## src/rtl/seq_serializer.sv

```systemverilog
// seq_serializer: parallel-to-serial front end with a valid/ready intake, selectable
// bit order, a fixed idle level between frames and a programmable inter-frame gap.
module seq_serializer #(
  parameter int   WIDTH      = 8,
  parameter bit   MSB_FIRST  = 1'b1,
  parameter int   GAP_CYCLES = 2,
  parameter logic IDLE_BIT   = 1'b1
) (
  input  logic             clk,
  input  logic             rst,
  input  logic [WIDTH-1:0] in_data,
  input  logic             in_valid,
  output logic             in_ready,
  input  logic             flush,
  output logic             ser_out,
  output logic             ser_valid,
  output logic             frame_done,
  output logic             busy,
  output logic [15:0]      frame_cnt
);

  localparam int              CntW      = (WIDTH > 1) ? $clog2(WIDTH) : 1;
  localparam logic [CntW-1:0] LastBit   = CntW'(WIDTH - 1);
  localparam logic [CntW-1:0] PenultBit = CntW'(WIDTH - 2);
  localparam logic [3:0]      LastGap   = 4'((GAP_CYCLES > 0) ? GAP_CYCLES - 1 : 0);

  typedef enum logic [1:0] {StIdle, StShift, StGap} state_e;

  state_e            state_q, state_d;
  logic [WIDTH-1:0]  sreg_q, sreg_d;
  logic [CntW-1:0]   bit_cnt_q, bit_cnt_d;
  logic [3:0]        gap_cnt_q, gap_cnt_d;
  logic              ser_out_q, ser_out_d;
  logic              ser_valid_q, ser_valid_d;
  logic              done_q, done_d;
  logic [15:0]       frame_cnt_q, frame_cnt_d;

  function automatic logic head_of(logic [WIDTH-1:0] v);
    return MSB_FIRST ? v[WIDTH-1] : v[0];
  endfunction

  function automatic logic [WIDTH-1:0] advance(logic [WIDTH-1:0] v);
    return MSB_FIRST ? {v[WIDTH-2:0], 1'b0} : {1'b0, v[WIDTH-1:1]};
  endfunction

  // The output register holds the bit on the line, so the shift register always
  // carries the bits not yet sent; it is loaded already advanced by one.
  always_comb begin
    state_d     = state_q;
    sreg_d      = sreg_q;
    bit_cnt_d   = bit_cnt_q;
    gap_cnt_d   = gap_cnt_q;
    ser_out_d   = IDLE_BIT;
    ser_valid_d = 1'b0;
    done_d      = 1'b0;
    frame_cnt_d = frame_cnt_q;
    if (flush) begin
      state_d   = StIdle;
      sreg_d    = '0;
      bit_cnt_d = '0;
      gap_cnt_d = '0;
    end else begin
      case (state_q)
        StIdle: begin
          if (in_valid) begin
            state_d     = StShift;
            sreg_d      = advance(in_data);
            bit_cnt_d   = '0;
            ser_out_d   = head_of(in_data);
            ser_valid_d = 1'b1;
          end
        end
        StShift: begin
          if (bit_cnt_q == LastBit) begin
            frame_cnt_d = frame_cnt_q + 16'd1;
            bit_cnt_d   = '0;
            gap_cnt_d   = '0;
            state_d     = (GAP_CYCLES > 0) ? StGap : StIdle;
          end else begin
            ser_out_d   = head_of(sreg_q);
            ser_valid_d = 1'b1;
            sreg_d      = advance(sreg_q);
            bit_cnt_d   = bit_cnt_q + 1'b1;
            done_d      = (bit_cnt_q == PenultBit);
          end
        end
        StGap: begin
          if (gap_cnt_q == LastGap) begin
            state_d   = StIdle;
            gap_cnt_d = '0;
          end else begin
            gap_cnt_d = gap_cnt_q + 4'd1;
          end
        end
        default: state_d = StIdle;
      endcase
    end
  end

  always_ff @(posedge clk or negedge rst) begin
    if (!rst) begin
      state_q     <= StIdle;
      sreg_q      <= '0;
      bit_cnt_q   <= '0;
      gap_cnt_q   <= '0;
      ser_out_q   <= IDLE_BIT;
      ser_valid_q <= 1'b0;
      done_q      <= 1'b0;
      frame_cnt_q <= '0;
    end else begin
      state_q     <= state_d;
      sreg_q      <= sreg_d;
      bit_cnt_q   <= bit_cnt_d;
      gap_cnt_q   <= gap_cnt_d;
      ser_out_q   <= ser_out_d;
      ser_valid_q <= ser_valid_d;
      done_q      <= done_d;
      frame_cnt_q <= frame_cnt_d;
    end
  end

  assign in_ready   = (state_q == StIdle) && !flush;
  assign busy       = (state_q != StIdle);
  assign ser_out    = ser_out_q;
  assign ser_valid  = ser_valid_q;
  // An abort landing on the last bit must swallow the already-registered pulse.
  assign frame_done = done_q && !flush;
  assign frame_cnt  = frame_cnt_q;

endmodule
```

## config.mk

```make
export PLATFORM = sky130hd
export DESIGN_NAME = seq_serializer
export DESIGN_NICKNAME = d
export VERILOG_FILES = /design/src/rtl/seq_serializer.sv
export SDC_FILE = /design/constraint.sdc
export NUM_CORES = 1
export LEC_CHECK = 0
export ABC_CLOCK_PERIOD_IN_PS = 2900
export BUFFER_PORTS_ARGS = -buffer_cell sky130_fd_sc_hd__buf_2
export CAP_MARGIN = 30
export CORE_UTILIZATION = 58
export CTS_CLUSTER_DIAMETER = 150
export DETAILED_ROUTE_END_ITERATION = 10
export PLACE_DENSITY = 0.95
export SYNTH_ARGS = -nofsm -noshare
export SYNTH_HDL_FRONTEND = slang
export SYNTH_SLANG_ARGS = --single-unit
```

## constraint.sdc

```tcl
create_clock -name clk -period 2.9 [get_ports clk]
set_input_delay 0.29 -clock clk [delete_from_list [all_inputs] [get_ports clk]]
set_output_delay 0.29 -clock clk [all_outputs]
set_load 0.02 [all_outputs]
```

==> metrics.cfg <==
[sta]
final-max-slew-violation-count=0
clock_skew_ns=0.01034
slew_headroom=0.4854
hold_violations=0
min_period_over_period=0.6625
finalSetupViolCount=0
rsz0062_at_grt=no
tns_ns=0
worst_pin_slew_ns=0.7719
min_period_ns=1.921
fmax_ghz=0.5205
layout_setup_ws_ns=0.9788

[synthesis]
ys_ff_latch=35
synth_edf_count=0
synth.top_cell.area_share=0.5041
netlist_area_sq_um=1688
synth_area_leaders=dfrtp_1 50%, xnor2_1 6.7%, ha_1 5.2%
async_flop_share=1.000
netlist_instances=159
yosys.area.top_type=dfrtp_1
synthFlopType=dfrtp_1
ys_warn_count=0
yosysMostFrequentCell=dfrtp_1
netlist_top_cells_count=34 x dfrtp_1, 23 x nand2_1, 13 x xnor2_1, 9 x a21oi_1
ys_seq_area_frac=0.5196
synth.net_count=178
synth_cell_types=37
synth_area_per_cell_sq_um=10.62

[floorplanning]
core-area_sq_um=2758
die_w_microns=55.95
start_util=0.6121
die_h_microns=55.95
dieArea_sq_um=3130
rows=19
io_pins=33

[final_layout]
area_delta_synth_final_pct=13.86
final_area_sq_um=1922
fin_nets=212
drive_above_1_share=0.2268
finish.utilization=0.6969
antenna_cells=0

[global_route]
grt_usage=0.2346
use_met3=0.07674
antenna_found_initial=0
grt_pass1_wl_microns=5533
gr-max-usage-layer=met2
met2_usage=0.4182
grt_max_degree=36
grt_pass1_vias=1265
overflow=0
met1_usage=0.2652

[placement]
dp_slack_ns=1.006
hpwl_microns=2405
gp_congestion=0.7758
placed_area_sq_um=1862
port-buffer-count=32

[clock_tree]
cts_root_buffer=clkbuf_4
cts_setup_buffers=0
cts.clk_slew.worst_paths_ns=0.10
clock_path_buffers=2
postCtsHoldBufs=0
cts_tree=yes
post_cts_resized=0
clkLatencyLatePin_ns=0.34
cts_buffers=5
cts.sinks=35
htree_levels=2

[worst_setup_path]
critPathArrivalTime_ns=2.15
cp_top_family=adder cells
worstPathRequired_ns=3.13
critPathMostFrequentCell=ha_1
slowest_delay_ns=0.43
critPathKind=reg2reg
worstSetupEndpointType=flop
critical_path.max_fanout=7
crit_slowest_cell=dfrtp_1
cp_num_buf_inv=0
cp-start-kind=flop
path_cells=ha_1, ha_1, nand2b_1, a21oi_1, nor2_2, mux2_1

[power_and_ir_drop]
pwr_density_cell_nw_per_um2=453.7
power.leakage_uw=0.0009976
ir_drop_uv=381.1

[drt]
route.detailed.drc=0
drt.antenna.violating_nets=0
wl_per_cell_microns=14.86
totalWireLength_microns=3344
vias=1266
avgViaCountPerCell=5.627
drtIter0Drc=48
dr.pass1.iters=4

[min_path]
hold_path.class=in2async

[run_status]
status=completed

[run]
cap_violations=0

registers in the layout, indices dropped and copies added, names as in the netlist:
name,flops
done_q,1
ser_valid,1
ser_out,1
gap_cnt_q,4
state_q,2
bit_cnt_q,3
frame_cnt,16
sreg_q,7
worst register-to-register path, cell delays in order (launching register included):
cell	delay (ns)
dfrtp_1	0.43
ha_1	0.25
ha_1	0.22
nand2b_1	0.17
a21oi_1	0.26
nor2_2	0.14
mux2_1	0.34
layer usage:
layer,vias to the layer above,part of all wire
met1,590,0.41
li1,614,-
met3,14,0.054
met5,-,0
met4,0,0.020
met2,48,0.52
per-stage QoR:
stage	instances	hold WS, ns	total power (uW)
floorplan	159	-0.005591	571.1
global placement	217	0.3857	598.0
detailed placement	217	0.4082	604.5
CTS	225	0.02283	882.8
global route	225	0.05132	910.6
finish	225	0.01251	871.8
where the power goes:
part / switching (uW) / internal (uW)
Combinational: 51.2 / 28.6
Sequential: 11.6 / 503
Clock: 160 / 117
cell usage in the layout, fill, tap and decap left out, types with 2 or more instances in the layout:
cell type  netlist  routed
nand2b_1         4       4
nor2_1           6       6
mux2_1           7       7
nand3_1          7       7
nor3_1           2       2
o21ai_1          3       3
nand2_1         23      23
inv_1            5       5
xor2_1           3       3
a21boi_0         2       2
buf_2            2      32
dfrtp_1         34      34
a21oi_1          9       9
ha_1             7       7
nand4_1          7       7
clkbuf_4         0       5
o21bai_1         2       2
nor2b_1          3       3
xnor2_1         13      13
and3_1           2       2
final timing paths:
path	from	endpoint	slack (ns)	cells after the start
worst max register to register	bit_cnt_q[0]	sreg_q[2]	0.98	6
min in group clk	in_data[7]	ser_out	0.19	3
worst min register to register	frame_cnt[15]	frame_cnt[15]	0.48	1
max in group asynchronous	rst	frame_cnt[13]	2.39	1
worst min-delay path	rst	frame_cnt[8]	0.01	1
worst max-delay path	bit_cnt_q[0]	sreg_q[2]	0.98	6
final cells by class:
cell class / instances / area [sq um]
Clock buffer: 7 / 55.05
Clock inverter: 1 / 5.005
Fill cell: 210 / 835.8
Inverter: 5 / 18.77
Multi-Input combinational cell: 114 / 767.0
Sequential cell: 35 / 877.1
Tap cell: 31 / 38.79
Timing Repair Buffer: 32 / 160.2
cells by family (layout without fill, tap and decap cells):
logic type / Yosys count / after routing / synth area share
DFF: 35 / 35 / 0.5196
AOI/OAI and AO/OA: 22 / 22 / 0.08450
and+or+nand+nor: 62 / 62 / 0.1883
buffers and inverters: 10 / 45 / 0.02594
adders and majority gates: 7 / 7 / 0.05189
xor gates and xnor gates: 16 / 16 / 0.08303
muxes: 7 / 7 / 0.04670
Power figures use the tool's default switching activity.
